## src/rtl/rv32_fetch_unit_if.sv

```systemverilog
// rv32_fetch_unit_if
//   Bundles every handshake the fetch front end has with the outside world.
//   master : fetch unit side
//            drives the imem request and the decode-facing queue head
//   slave  : environment side
//            memory, redirect source and consumer
//   Signals:
//     imem_req_valid/ready/addr  word read request to instruction memory
//     imem_rsp_valid/data        in-order read data, no backpressure
//     redirect_valid/pc          taken branch/jump PC redirect
//     if_valid/ready/instr/pc    buffered instruction stream to decode
interface rv32_fetch_unit_if;
  logic        imem_req_valid;
  logic        imem_req_ready;
  logic [31:0] imem_req_addr;
  logic        imem_rsp_valid;
  logic [31:0] imem_rsp_data;
  logic        redirect_valid;
  logic [31:0] redirect_pc;
  logic        if_valid;
  logic        if_ready;
  logic [31:0] if_instr;
  logic [31:0] if_pc;

  modport master (
    output imem_req_valid, imem_req_addr,
    input  imem_req_ready,
    input  imem_rsp_valid, imem_rsp_data,
    input  redirect_valid, redirect_pc,
    output if_valid, if_instr, if_pc,
    input  if_ready
  );

  modport slave (
    input  imem_req_valid, imem_req_addr,
    output imem_req_ready,
    output imem_rsp_valid, imem_rsp_data,
    output redirect_valid, redirect_pc,
    input  if_valid, if_instr, if_pc,
    output if_ready
  );
endinterface

```

## src/rtl/rv32_fetch_unit.sv

```systemverilog
// rv32_fetch_unit
//   Instruction fetch front end.
//   - Issues pipelined word reads to a variable-latency instruction memory.
//   - Buffers returned words together with their PCs in a small queue.
//   - Presents the queue head to decode over valid/ready.
//   - PC redirects flush the queue and discard every response still
//     outstanding at the moment of the redirect.
//   Parameters:
//     RESET_PC : PC of the first fetch after reset
//     QDEPTH   : queue entries (power of two, >= 2); also the total number of
//                credits (queued + in-flight)
//   Ports:
//     clk      : rising-edge clock
//     reset    : asynchronous, active-high
//     bus      : rv32_fetch_unit_if.master (imem req/rsp, redirect, if_* stream)
module rv32_fetch_unit #(
  parameter logic [31:0] RESET_PC = 32'h0000_0000,
  parameter int          QDEPTH   = 4
) (
  input  logic              clk,
  input  logic              reset,
  rv32_fetch_unit_if.master bus
);

  localparam int PTR_W = (QDEPTH > 1) ? $clog2(QDEPTH) : 1;
  localparam int CNT_W = PTR_W + 1;

  logic [31:0]      fetch_pc_q, fetch_pc_d;
  logic [31:0]      resp_pc_q, resp_pc_d;
  logic [PTR_W-1:0] rd_ptr_q, rd_ptr_d;
  logic [PTR_W-1:0] wr_ptr_q, wr_ptr_d;
  logic [CNT_W-1:0] count_q, count_d;
  logic [CNT_W-1:0] inflight_q, inflight_d;
  logic [CNT_W-1:0] drop_q, drop_d;

  logic [31:0]      q_instr [QDEPTH];
  logic [31:0]      q_pc    [QDEPTH];

  logic [CNT_W:0]   used;
  logic             credit_ok;
  logic             req_valid;
  logic             req_fire;
  logic             rsp_fire;
  logic             push;
  logic             pop;
  logic             head_valid;

  // One credit per queue slot; a request may only be issued when a slot is
  // guaranteed for its response, so the queue can never overflow.
  always_comb begin
    used      = {1'b0, count_q} + {1'b0, inflight_q};
    credit_ok = (used < (CNT_W+1)'(QDEPTH));
  end

  // Reset gating keeps the outputs at zero while reset is held, independent
  // of the register values.
  assign req_valid  = !reset && !bus.redirect_valid && credit_ok;
  assign head_valid = !reset && (count_q != '0);

  assign req_fire = req_valid && bus.imem_req_ready;
  assign rsp_fire = bus.imem_rsp_valid;
  assign push     = rsp_fire && (drop_q == '0) && !bus.redirect_valid;
  assign pop      = head_valid && bus.if_ready && !bus.redirect_valid;

  assign bus.imem_req_valid = req_valid;
  assign bus.imem_req_addr  = fetch_pc_q;
  assign bus.if_valid       = head_valid;
  assign bus.if_instr       = head_valid ? q_instr[rd_ptr_q] : 32'h0;
  assign bus.if_pc          = head_valid ? q_pc[rd_ptr_q]    : 32'h0;

  always_comb begin
    fetch_pc_d = fetch_pc_q;
    resp_pc_d  = resp_pc_q;
    rd_ptr_d   = rd_ptr_q;
    wr_ptr_d   = wr_ptr_q;
    count_d    = count_q;
    inflight_d = inflight_q;
    drop_d     = drop_q;

    if (bus.redirect_valid) begin
      fetch_pc_d = {bus.redirect_pc[31:2], 2'b00};
      resp_pc_d  = {bus.redirect_pc[31:2], 2'b00};
      rd_ptr_d   = '0;
      wr_ptr_d   = '0;
      count_d    = '0;
      // Whatever is still outstanding after this cycle's response belongs
      // to the old path; the response arriving now is discarded as well.
      inflight_d = inflight_q - CNT_W'(rsp_fire);
      drop_d     = inflight_q - CNT_W'(rsp_fire);
    end else begin
      if (req_fire) begin
        fetch_pc_d = fetch_pc_q + 32'd4;
      end
      inflight_d = inflight_q + CNT_W'(req_fire) - CNT_W'(rsp_fire);
      if (rsp_fire && (drop_q != '0)) begin
        drop_d = drop_q - CNT_W'(1);
      end
      if (push) begin
        wr_ptr_d  = wr_ptr_q + PTR_W'(1);
        resp_pc_d = resp_pc_q + 32'd4;
      end
      if (pop) begin
        rd_ptr_d = rd_ptr_q + PTR_W'(1);
      end
      count_d = count_q + CNT_W'(push) - CNT_W'(pop);
    end
  end

  always_ff @(posedge clk or posedge reset) begin
    if (reset) begin
      fetch_pc_q <= RESET_PC;
      resp_pc_q  <= RESET_PC;
      rd_ptr_q   <= '0;
      wr_ptr_q   <= '0;
      count_q    <= '0;
      inflight_q <= '0;
      drop_q     <= '0;
    end else begin
      fetch_pc_q <= fetch_pc_d;
      resp_pc_q  <= resp_pc_d;
      rd_ptr_q   <= rd_ptr_d;
      wr_ptr_q   <= wr_ptr_d;
      count_q    <= count_d;
      inflight_q <= inflight_d;
      drop_q     <= drop_d;
    end
  end

  // Queue storage needs no reset: an entry is only visible once count says
  // it has been written.
  always_ff @(posedge clk) begin
    if (push) begin
      q_instr[wr_ptr_q] <= bus.imem_rsp_data;
      q_pc[wr_ptr_q]    <= resp_pc_q;
    end
  end

  // A response with nothing outstanding means the memory broke ordering.
  a_rsp_has_request: assert property (
    @(posedge clk) disable iff (reset) !(bus.imem_rsp_valid && (inflight_q == '0))
  );

endmodule

```

## src/flat_wrapper.sv

```systemverilog
// flat-port wrapper written by rule: the top's interface ports become plain ports
module rv32_fetch_unit_flat 
#(
  parameter logic [31:0] RESET_PC = 32'h0000_0000,
  parameter int          QDEPTH   = 4
)
  (clk, reset, bus_imem_req_valid, bus_imem_req_addr, bus_imem_req_ready, bus_imem_rsp_valid, bus_imem_rsp_data, bus_redirect_valid, bus_redirect_pc, bus_if_valid, bus_if_instr, bus_if_pc, bus_if_ready);
  rv32_fetch_unit_if bus_i ();
  input  logic clk;
  input  logic reset;
  output wire logic [$bits(bus_i.imem_req_valid)-1:0] bus_imem_req_valid;
  output wire logic [$bits(bus_i.imem_req_addr)-1:0] bus_imem_req_addr;
  input wire logic [$bits(bus_i.imem_req_ready)-1:0] bus_imem_req_ready;
  input wire logic [$bits(bus_i.imem_rsp_valid)-1:0] bus_imem_rsp_valid;
  input wire logic [$bits(bus_i.imem_rsp_data)-1:0] bus_imem_rsp_data;
  input wire logic [$bits(bus_i.redirect_valid)-1:0] bus_redirect_valid;
  input wire logic [$bits(bus_i.redirect_pc)-1:0] bus_redirect_pc;
  output wire logic [$bits(bus_i.if_valid)-1:0] bus_if_valid;
  output wire logic [$bits(bus_i.if_instr)-1:0] bus_if_instr;
  output wire logic [$bits(bus_i.if_pc)-1:0] bus_if_pc;
  input wire logic [$bits(bus_i.if_ready)-1:0] bus_if_ready;
  assign bus_imem_req_valid = bus_i.imem_req_valid;
  assign bus_imem_req_addr = bus_i.imem_req_addr;
  assign bus_i.imem_req_ready = bus_imem_req_ready;
  assign bus_i.imem_rsp_valid = bus_imem_rsp_valid;
  assign bus_i.imem_rsp_data = bus_imem_rsp_data;
  assign bus_i.redirect_valid = bus_redirect_valid;
  assign bus_i.redirect_pc = bus_redirect_pc;
  assign bus_if_valid = bus_i.if_valid;
  assign bus_if_instr = bus_i.if_instr;
  assign bus_if_pc = bus_i.if_pc;
  assign bus_i.if_ready = bus_if_ready;
  rv32_fetch_unit #(.RESET_PC(RESET_PC), .QDEPTH(QDEPTH)) u_core (.clk(clk), .reset(reset), .bus(bus_i));
endmodule
```

## config.mk

```make
export PLATFORM = sky130hd
export DESIGN_NAME = rv32_fetch_unit_flat
export DESIGN_NICKNAME = d
export VERILOG_FILES = /design/src/rtl/rv32_fetch_unit_if.sv /design/src/rtl/rv32_fetch_unit.sv /design/src/flat_wrapper.sv
export SDC_FILE = /design/constraint.sdc
export NUM_CORES = 1
export LEC_CHECK = 0
export ABC_AREA = 1
export ABC_CLOCK_PERIOD_IN_PS = 5970
export BUFFER_PORTS_ARGS = -buffer_cell sky130_fd_sc_hd__buf_2
export CORE_UTILIZATION = 25
export CTS_BUF_LIST = sky130_fd_sc_hd__clkbuf_4 sky130_fd_sc_hd__clkbuf_8
export CTS_CLUSTER_SIZE = 12
export DETAILED_ROUTE_END_ITERATION = 16
export SLEW_MARGIN = 20
export SYNTH_ARGS = -nofsm -noshare
export SYNTH_HDL_FRONTEND = slang
export SYNTH_SLANG_ARGS = --single-unit
```

## constraint.sdc

```tcl
create_clock -name clk -period 5.97 [get_ports clk]
set_input_delay 0.2985 -clock clk [delete_from_list [all_inputs] [get_ports clk]]
set_output_delay 0.2985 -clock clk [all_outputs]
set_load 0.02 [all_outputs]
```

# == Yosys cells after proc, flatten, opt, wreduce, memory -nomap -nowiden ==
# Memories as Yosys holds them, arrays and structs flattened.
# Cells that the tools add are included.
# word_totals
word_cells,55
ram_bits,256
output_inout_bits,98
input_bits,70
reg_bits,77
mem_count,2
# op_classes
order_cmp,1
n_reduce_logical,18
muxes,16
add_sub_neg,11
# memory_table
memory,depth,width,rd,rd_clocked_by_memory_dff,wr,line,source
u_core.q_instr,4,32,1,0,1,rv32_fetch_unit.sv:36,logic [31:0] q_instr [QDEPTH];
u_core.q_pc,4,32,1,0,1,rv32_fetch_unit.sv:37,logic [31:0] q_pc [QDEPTH];
# ops
operator,n
32-bit two-way mux,6
"32-bit by 3-bit adder with 32-bit output, second input constant",2
3-bit two-way mux,4
1-bit logical AND,9
3-bit by 1-bit subtractor with 3-bit output,3
2-bit two-way mux,4
2-bit nonzero test,4
3-bit by 1-bit adder with 3-bit output,2
3-bit nonzero test,2
"2-bit by 1-bit adder with 2-bit output, second input constant",2
3-bit by 3-bit adder with 4-bit output,1
"4-bit by 3-bit less-than comparator with 1-bit output, second input constant",1
3-bit logical NOT,1
"3-bit by 1-bit subtractor with 3-bit output, second input constant",1
1-bit logical NOT,2
1-bit two-way mux,2

# == Longest topological paths before layout ==
# Gate-level depths: netlist of run 1.
# depth
depth_word,7
depth_mapped,13
depth_no_buf,13

# == Least setup slack after synthesis of run 1 ==
# OpenSTA, ideal clock, no wires.
# synth_path
kind,reg2reg
from,register u_core.drop_q[0]
to,"memory u_core.q_instr[0][0], enable pin"
path_slack_ns,1.834
n_path_buf,1
setup_ns,0.482
period_less_slack_ns,4.136
required_time_ns,5.488
path_stages_with_launch,6
t_arrival_ns,3.653
path_cell_list,dfrtp_1 > inv_1 > ha_1 > nand4_2 > clkbuf_1 > nor2_1
# synth_via
elab_chain_cells,5
# synth_lines
item,line,source
from (decl),rv32_fetch_unit.sv:34,"logic [CNT_W-1:0] drop_q, drop_d;"
from (signal assigned),rv32_fetch_unit.sv:125,drop_q <= drop_d;
3-bit logical NOT,rv32_fetch_unit.sv:62,assign push = rsp_fire && (drop_q == '0) && !bus.redirect_valid;
1-bit logical AND (2 in series),rv32_fetch_unit.sv:62,
1-bit two-way mux,rv32_fetch_unit.sv:132,if (push) begin
1-bit two-way mux (not written as such),rv32_fetch_unit.sv:133,q_instr[wr_ptr_q] <= bus.imem_rsp_data;
to (decl),rv32_fetch_unit.sv:36,
# Every way passes these cells.

# == Worst setup path after layout of run 1 ==
# layout_path
from,register u_core.rd_ptr_q[0]
to,output bus_if_pc[27]
# layout_via
elab_chain_cells,2
# layout_lines
item,line,source
from (decl),rv32_fetch_unit.sv:30,"logic [PTR_W-1:0] rd_ptr_q, rd_ptr_d;"
from (signal assigned),rv32_fetch_unit.sv:121,rd_ptr_q <= rd_ptr_d;
memory 4 x 32 bit,--,
32-bit two-way mux,rv32_fetch_unit.sv:69,assign bus.if_pc = head_valid ? q_pc[rd_ptr_q] : 32'h0;
to (decl),flat_wrapper.sv:20,output wire logic [$bits(bus_i.if_pc)-1:0] bus_if_pc;
# Every way passes these cells.

==> metrics.yaml, run 1 <==
grt_max_degree: 93
final_common_cell: "nor2_1"
max_stage_delay_ns: 0.65
worstPathRequired_ns: 5.67
cts.htree.levels: 2
antenna_found_initial: 1
min_period_over_period_pct: 59.7
critical_path_class: "reg2out"
finalWirelength_um: 40500
status: "finished clean"
path_buf_inv: 3
p_sw_share_pct: 31.5
synth.largest_area_cell: "edfxtp_1"
dr.pass1.iters: 5
synth_area_um2: 14700
synthTopCellsByArea: "edfxtp_1, dfrtp_1, nor2_1"
grt_pass1_vias: 11025
cts_hold_buf: 49
yosysSeqAreaShare_pct: 63.2
slew_headroom_pct: 30.2
pin_count: 168
placedCellCount: 2402
cts-root-buf: "clkbuf_8"
finish.utilization_pct: 30.9
whs_ns: 0.0475
grt_pass1_wl_um: 62200
min_path_type: "in2reg"
path_cells: "inv_2 -> buf_4 -> o21ai_0 -> a21oi_1 -> buf_2"
core_um2: 57800
post_synth.cell_area_avg_um2: 9.63
clkPwrFrac_pct: 33.5
rsz0062_at_grt: "false"
final_max_slew_viol_count: 0
cts_tree: "built"
hold_violations: 0
initial_utilization_pct: 25.4
clock_skew_ns: 0.0351
nets: 1833
post-cts-setup-buffers: 0
path_delay_family: "buffers and inverters"
drc: 0
drive_above_1_share_pct: 16.2
p_int_mw: 3.94
syn_to_final_growth_pct: 21.9
regArea_um2: 9280
gp_congestion: 0.894
ys_types: 36
num_antenna_cells: 0
worstPathMaxFanout: 54
multi_input_area_um2: 4750
timing.fmax_mhz: 280
synth_cells: 1523
clkSinkCount: 321
ir_drop_v: 0.000183
start_kind: "flop"
combPwrFrac_pct: 17.4
switchingPower_mw: 1.81
seqPwrFrac_pct: 49.0
postCtsResizedCells: 0
io_buffers: 161
cts_buffers: 55
insertion_delay_ns: 0.64
die_h_um: 244
dp_hpwl_um: 25300
drv_cap: 0
path_clk_slew_ns: 0.06
tightest_slew_ns: 1.04
setup_viol: 0
pre_cts_slack_ns: 2.38
track_usage_pct: 13.4
synth_top_area_share_pct: 50.8
tns_ns: 0
yosysWarnings: 0
fillers: 5964
row_count: 88
synth_seq_cells: 321
final_cells: 2550
cpMaxStageDelayCell: "dfrtp_4"
post_drt_wl_per_cell_um: 15.9
worst_slack_ns: 2.40
gr-total-overflow: 0
dieArea_um2: 59600
endpoint_kind: "output pin"
clock_path_buffers: 3
power.density_nw_per_um2: 321
num_vias: 11478
drt_iter0_markers: 729
die_w_um: 244
most-common-layout-cells: "nor2_1, nand2_1, edfxtp_1"
crit_arrival_ns: 3.27
drtAntennaViolNets: 0
power.leakage_nw: 7.11
via_per_inst: 4.50
period_needed_ns: 3.57
per-layer routing:
metal	vias up	part of all wire (%)	global-route usage (%)
met3	48	7.6	2.70
met4	0	1.8	3.82
met5	-	0	0
li1	5533	-	-
met1	5500	45	17.9
met2	397	45	21.8
Yosys cell counts, drive strengths merged:
master	n
and3	1
o211ai	14
buf	32
xor2	13
a31oi	2
nand2	307
nand3	57
or2	3
fa	2
o21ai	160
ha	16
o21a	1
xnor2	7
nor2	346
edfxtp	248
dfrtp	73
clkbuf	33
o21bai	3
conb	1
inv	97
o311ai	1
clkinv	9
nor3	6
nand4	8
a21oi	76
nand3b	7
cell families (layout without fill, tap and decap cells):
family,count (synthesis),after routing,synth area share (%)
flip-flops,321,321,63.2
adder cells (fa/ha/maj),18,18,1.64
other,1,4,0.0256
AO/OA/AOI/OAI,257,257,9.18
buffers and inverters,171,430,4.71
AND/OR/NAND/NOR,735,735,20.0
XOR/XNOR,20,20,1.19
sequential cells by signal, summed over array words and instances, names as in the netlist:
register                  cells
u_core.bus.imem_req_addr     30
u_core.count_q                3
u_core.drop_q                 3
u_core.inflight_q             3
u_core.q_instr              128
u_core.q_pc                 120
u_core.rd_ptr_q               2
u_core.resp_pc_q             30
u_core.wr_ptr_q               2
worst min-delay path, stage by stage:
cell and delay (ns):
buf_2 0.10, nand2_1 0.12, o211ai_1 0.12
per-stage QoR:
stage	power [mW]	instance area, µm²
floorplan	3.45	14700
global placement	3.81	16300
detailed placement	3.84	16300
CTS	5.81	17800
global route	6.05	17900
finish	5.74	17900
power by group through the flow:
stage	logic, mW	clock network, mW	registers (mW)
finish	1.00	1.93	2.82
floorplan	0.638	0	2.81
detailed placement	0.985	0	2.86
CTS	1.01	1.99	2.81
global route	1.13	2.08	2.84
global placement	0.959	0	2.85
path summary, 6_finish.rpt:
| path | cells after the start | to | start | slack [ns] |
|---|---|---|---|---|
| hold reg to reg | 1 | u_core.bus.imem_req_addr[3] | u_core.bus.imem_req_addr[3] | 0.55 |
| hold / removal | 3 | u_core.bus.imem_req_addr[2] | bus_redirect_pc[2] | 0.05 |
| min in group asynchronous | 4 | u_core.count_q[1] | reset | 0.36 |
| setup reg to reg | 14 | u_core.count_q[2] | u_core.count_q[1] | 2.79 |
| setup / recovery | 5 | bus_if_pc[27] | u_core.rd_ptr_q[0] | 2.40 |
| max in group asynchronous | 5 | u_core.resp_pc_q[26] | reset | 5.00 |
final cells by class:
cell class / count / share of cell area, %
tap: 765 / 5.35
inverter: 106 / 2.23
clock buffer: 70 / 4.90
timing repair buffer: 227 / 8.09
sequential: 321 / 51.9
clock inverter: 27 / 0.966
multi-input combinational: 1034 / 26.6
Power figures use the tool's default switching activity.
==> run 2: changes to the inputs <==
ABC_CLOCK_PERIOD_IN_PS = 3150   (was 5970)
clock period = 3.15 ns   (was 5.97 ns; I/O delays follow)
==> run 2 against run 1 <==
  * Setup slack worse by 2.1 ns
  * Global-route usage down 0.069 points
  * Via count shrank 0.88%
  * Critical endpoint unchanged
  * Critical path type unchanged
  * First-iteration DRC count up 5.9%
  * Sequential power grew 89%
  * Die area did not move
==> metrics.yaml, run 2 (synthesis results as in run 1) <==
timing.fmax_mhz: 356
insertion_delay_ns: 0.67
setup_viol: 0
period_needed_ns: 2.81
via_per_inst: 4.42
worst_slack_ns: 0.344
power.density_nw_per_um2: 627
core_um2: 57800
cts-root-buf: "clkbuf_8"
num_vias: 11377
dp_hpwl_um: 24800
final_common_cell: "nor2_1"
min_path_type: "in2reg"
worstPathRequired_ns: 2.99
path_cells: "inv_1 -> nand2_1 -> o21ai_4 -> buf_4 -> a21oi_1 -> buf_2"
ir_drop_v: 0.000262
nets: 1852
tightest_slew_ns: 0.895
whs_ns: 0.103
gr-usage-met2_pct: 20.9
die_h_um: 244
drv_cap: 0
grt_pass1_wl_um: 61600
largest_reg_flops: 128
hold_violations: 0
worstPathMaxFanout: 62
grt_pass1_vias: 11011
top_register: "u_core.q_instr"
initial_utilization_pct: 25.4
dr.pass1.iters: 7
gp_congestion: 0.880
pin_count: 168
drc: 0
drt_iter0_markers: 772
dieArea_um2: 59600
min_period_over_period_pct: 89.1
num_antenna_cells: 0
final_area_um2: 18400
clock_skew_ns: 0.0586
cts_tree: "built"
most-common-layout-cells: "nor2_1, nand2_1, edfxtp_1"
post_drt_wl_per_cell_um: 15.6
path_buf_inv: 3
track_usage_pct: 13.3
gr-total-overflow: 0
die_w_um: 244
rsz0062_at_grt: "false"
power.leakage_nw: 7.32
crit_arrival_ns: 2.65
io_buffers: 161
cts.htree.levels: 2
clock_path_buffers: 3
slew_headroom_pct: 40.3
path_clk_slew_ns: 0.06
row_count: 88
grt-busiest-layer: "met2"
finalWirelength_um: 40100
met1_usage_pct: 18.0
critical_path_class: "reg2out"
reg_top3: "u_core.q_instr x128, u_core.q_pc x120"
antenna_found_initial: 0
endpoint_kind: "output pin"
cts_buffers: 54
clkSinkCount: 321
dpl-instance-area_um2: 16500
status: "finished clean"
cpMaxStageDelayCell: "buf_4"
tns_ns: 0
path_delay_family: "buffers and inverters"
final_max_slew_viol_count: 0
met3_usage_pct: 3.33
syn_to_final_growth_pct: 25.4
pre_cts_slack_ns: 0.787
drtAntennaViolNets: 0
drive_above_1_share_pct: 16.5
grt_max_degree: 127
start_kind: "flop"
max_stage_delay_ns: 0.72
==> run 2: cell count changes in the layout (fill, tap and decap cells not counted) <==
cell and change:
inv_12 +1, dlygate4sd3_1 +17, clkbuf_4 -1, clkinvlp_4 -1, inv_2 -2, buf_16 -1
clkinv_1 -2, bufinv_16 +6, buf_6 +1, clkbuf_8 +3, buf_4 -7, buf_12 +10
==> run 2: report_power, final <==
| group | internal [mW] | switching, mW | total (mW) |
|---|---|---|---|
| clock | 2.48 | 1.78 | 4.26 |
| sequential | 4.94 | 0.381 | 5.32 |
| combinational | 0.642 | 1.31 | 1.95 |
| total | 8.07 | 3.47 | 11.5 |
==> run 2: path summary, 6_finish.rpt <==
| path | start | end | slack, ns | cells after the start |
|---|---|---|---|---|
| worst min-delay path | bus_redirect_valid | u_core.bus.imem_req_addr[14] | 0.10 | 3 |
| max in group asynchronous | reset | u_core.rd_ptr_q[0] | 2.22 | 4 |
| worst max-delay path | u_core.count_q[1] | bus_if_pc[27] | 0.34 | 6 |
| min in group asynchronous | reset | u_core.resp_pc_q[17] | 0.40 | 4 |
| worst min register to register | u_core.drop_q[2] | u_core.drop_q[2] | 0.55 | 2 |
| worst max register to register | u_core.count_q[1] | u_core.count_q[2] | 0.80 | 13 |
==> run 2: metrics by stage <==
step / total power [mW] / utilization [%] / std cells
finish: 11.5 / 31.8 / 2574
floorplan: 6.55 / - / 1526
CTS: 11.7 / 31.8 / 2574
global placement: 7.24 / 28.5 / 2406
detailed placement: 7.30 / 28.5 / 2406
global route: 12.2 / 31.8 / 2574
==> run 2: cell type report <==
type / count / area (µm²)
Inverter: 106 / 403
Clock inverter: 29 / 342
Tap cell: 765 / 957
Clock buffer: 72 / 910
Fill cell: 5909 / 39400
Timing Repair Buffer: 247 / 1750
Sequential cell: 321 / 9280
Multi-Input combinational cell: 1034 / 4750
==> run 2: metal layers <==
layer,routed length (µm),vias to the layer above
li1,-,5574
met1,18400,5338
met2,17700,405
met3,3080,60
met4,943,0
met5,0,-
==> run 2: worst reg2reg max path, cell delays in order (launching register included) <==
cell,delay (ns)
dfrtp_1,0.43
inv_1,0.07
nand2_1,0.11
o21ai_4,0.17
inv_1,0.10
nand2_1,0.12
nor2_1,0.06
ha_1,0.27
inv_1,0.06
ha_1,0.13
inv_1,0.04
fa_1,0.37
and3_1,0.17
nor3_1,0.15
==> run 2: what timing repair did <==
item	CTS	global route
hold endpoints to repair	267	0
resized for setup	0	0
hold buffers	67	0
buffers inserted	0	0
==> run 3: changes to the inputs <==
ABC_AREA = unset   (was 1)
CORE_UTILIZATION = 35   (was 25)
==> run 3 against run 2 <==
  * Critical path depth down 2
  * First-iteration DRC count fell by 29%
  * Worst hold slack improved by 0.023 ns
  * Maximum frequency increased by 4.7%
  * Area after synthesis down 4.4%
  * Via count shrank 21%
  * Setup slack improved by 0.13 ns
  * Largest cell class unchanged
==> metrics.yaml, run 3 <==
status: "finished clean"
drc: 0
post_synth.cell_area_avg_um2: 15.1
synth_top_family_by_area: "simple AND/OR/NAND/NOR gates"
final_max_slew_viol_count: 0
grt_max_degree: 63
path_clk_slew_ns: 0.06
power.leakage_nw: 6.33
finish.utilization_pct: 44.7
gr-total-overflow: 0
final_cells: 1752
muxShareOfSynthArea_pct: 10.3
core_um2: 39100
synth.largest_area_cell: "edfxtp_1"
critical_path_class: "reg2out"
yosysMostFrequentCell: "edfxtp_1"
grt_pass1_vias: 9136
worst_slack_ns: 0.471
cts_tree: "built"
nets: 1276
synth_top_cells_by_count: "edfxtp_1, dfrtp_1, and2_1"
num_vias: 8986
die_h_um: 202
synth_cells: 931
pin_count: 168
seqPwrFrac_pct: 46.6
clkPwrFrac_pct: 39.1
final_area_um2: 17500
drv_cap: 0
antenna_found_initial: 0
synthTopCellsByArea: "edfxtp_1, dfrtp_1, mux4_2"
hold_violations: 0
start_kind: "flop"
pre_cts_slack_ns: 0.567
drtAntennaViolNets: 0
reg_top3: "u_core.q_instr x128, u_core.q_pc x120"
min_period_over_period_pct: 85.0
synth_top_area_share_pct: 53.1
ys.flop_type: "edfxtp_1"
cts.htree.levels: 2
via_per_inst: 5.13
timing.fmax_mhz: 373
synthXorXnorAreaFrac_pct: 1.19
syn_to_final_growth_pct: 24.6
synth_seq_cells: 321
synthAdderAreaFrac_pct: 1.71
rsz0062_at_grt: "false"
drive_above_1_share_pct: 28.3
post_drt_wl_per_cell_um: 18.4
dr.pass1.iters: 4
combPwrFrac_pct: 14.3
drt_iter0_markers: 546
synth-compound-area-share_pct: 5.37
period_needed_ns: 2.68
gp_congestion: 0.875
clock_skew_ns: 0.0171
tns_ns: 0
setup_viol: 0
fillers: 3499
yosysWarnings: 0
cts_buffers: 55
whs_ns: 0.126
top_register: "u_core.q_instr"
most-common-layout-cells: "edfxtp_1, buf_2, dfrtp_1"
largest_reg_flops: 128
crit_arrival_ns: 2.52
io_buffers: 161
die_w_um: 202
ys_types: 60
cts-root-buf: "clkbuf_8"
worstPathMaxFanout: 27
synth-simple-area-share_pct: 12.9
placedCellCount: 1581
p_sw_share_pct: 26.4
yosysSeqAreaShare_pct: 66.1
postCtsResizedCells: 0
worstPathRequired_ns: 2.99
synth_edf_count: 248
initial_utilization_pct: 35.9
endpoint_kind: "output pin"
tightest_slew_ns: 0.828
slew_headroom_pct: 44.7
clock_path_buffers: 3
track_usage_pct: 16.1
num_antenna_cells: 0
synth_area_um2: 14000
grt_pass1_wl_um: 50900
clkSinkCount: 321
dieArea_um2: 40900
finalWirelength_um: 32200
dpl-instance-area_um2: 15500
ir_drop_v: 0.000280
insertion_delay_ns: 0.63
switchingPower_mw: 2.88
dp_hpwl_um: 19800
final_common_cell: "edfxtp_1"
min_path_type: "in2reg"
synth_async_sr_flop_share_pct: 22.7
row_count: 72
power.density_nw_per_um2: 624
power_mw: 10.9
p_int_mw: 8.02
run 3: changes by cell type after synthesis, sizes merged, moves of 18 or more:
cell   previous run  this run
a31oi             2        21
o31ai             0        18
inv              97        28
and2              0        71
nand3            57        23
nor2            346        53
nand2           307        41
mux4              0        62
nor4              0        22
o21ai           160        16
or4               0        22
a21oi            76        12
run 3: logic make-up (layout without fill, tap and decap cells):
kind of cell / Yosys count / count (layout)
adder cells (fa/ha/maj): 18 / 18
AO/OA/AOI/OAI: 109 / 109
XOR/XNOR: 19 / 19
buffers and inverters: 79 / 379
other: 1 / 4
multiplexers: 67 / 67
AND/OR/NAND/NOR: 317 / 317
flip-flops: 321 / 321
run 3: area by class of cell:
cell class,count,area (µm²),share of cell area (%)
clock buffer,71,890,5.09
clock inverter,32,363,2.08
inverter,29,109,0.623
multi-input combinational,534,4440,25.4
sequential,321,9280,53.1
tap,518,648,3.71
timing repair buffer,247,1750,10.0
run 3: routing by layer:
metal | part of all wire (%) | GRT usage (%) | vias up
li1 | - | - | 4185
met3 | 6.4 | 3.51 | 53
met1 | 45 | 22.0 | 4455
met2 | 46 | 25.0 | 293
met4 | 2.5 | 6.23 | 0
met5 | 0 | 0 | -
run 3: critical path: stages, from the launching register on:
cell and delay (ns):
dfrtp_4 0.69, buf_12 0.31, mux4_2 0.55, and2_1 0.17, buf_2 0.16
run 3: power groups by stage:
stage                     sequential [mW]  clock [mW]  combinational, mW
after global placement               5.14           0               1.50
after floorplan                      5.12           0               1.01
after global routing                 5.11        4.55               1.73
final                                5.07        4.26               1.56
after detailed placement             5.16           0               1.52
after CTS                            5.07        4.40               1.59
run 3: timing repair:
item,4_1_cts,5_1_grt
buffers inserted,0,0
endpoints found under the hold margin,227,0
hold buffers,68,0
endpoints found under the setup margin,0,0
run 3: worst paths after layout:
check | startpoint | endpoint | slack [ns] | cells after the start
worst min register to register | u_core.inflight_q[2] | u_core.inflight_q[2] | 0.52 | 1
max in group asynchronous | reset | u_core.resp_pc_q[18] | 2.09 | 4
min in group asynchronous | reset | u_core.count_q[2] | 0.37 | 3
worst min-delay path | bus_imem_req_ready | u_core.bus.imem_req_addr[20] | 0.13 | 5
worst max-delay path | u_core.rd_ptr_q[0] | bus_if_pc[13] | 0.47 | 4
worst max register to register | u_core.drop_q[0] | u_core.resp_pc_q[25] | 0.56 | 6
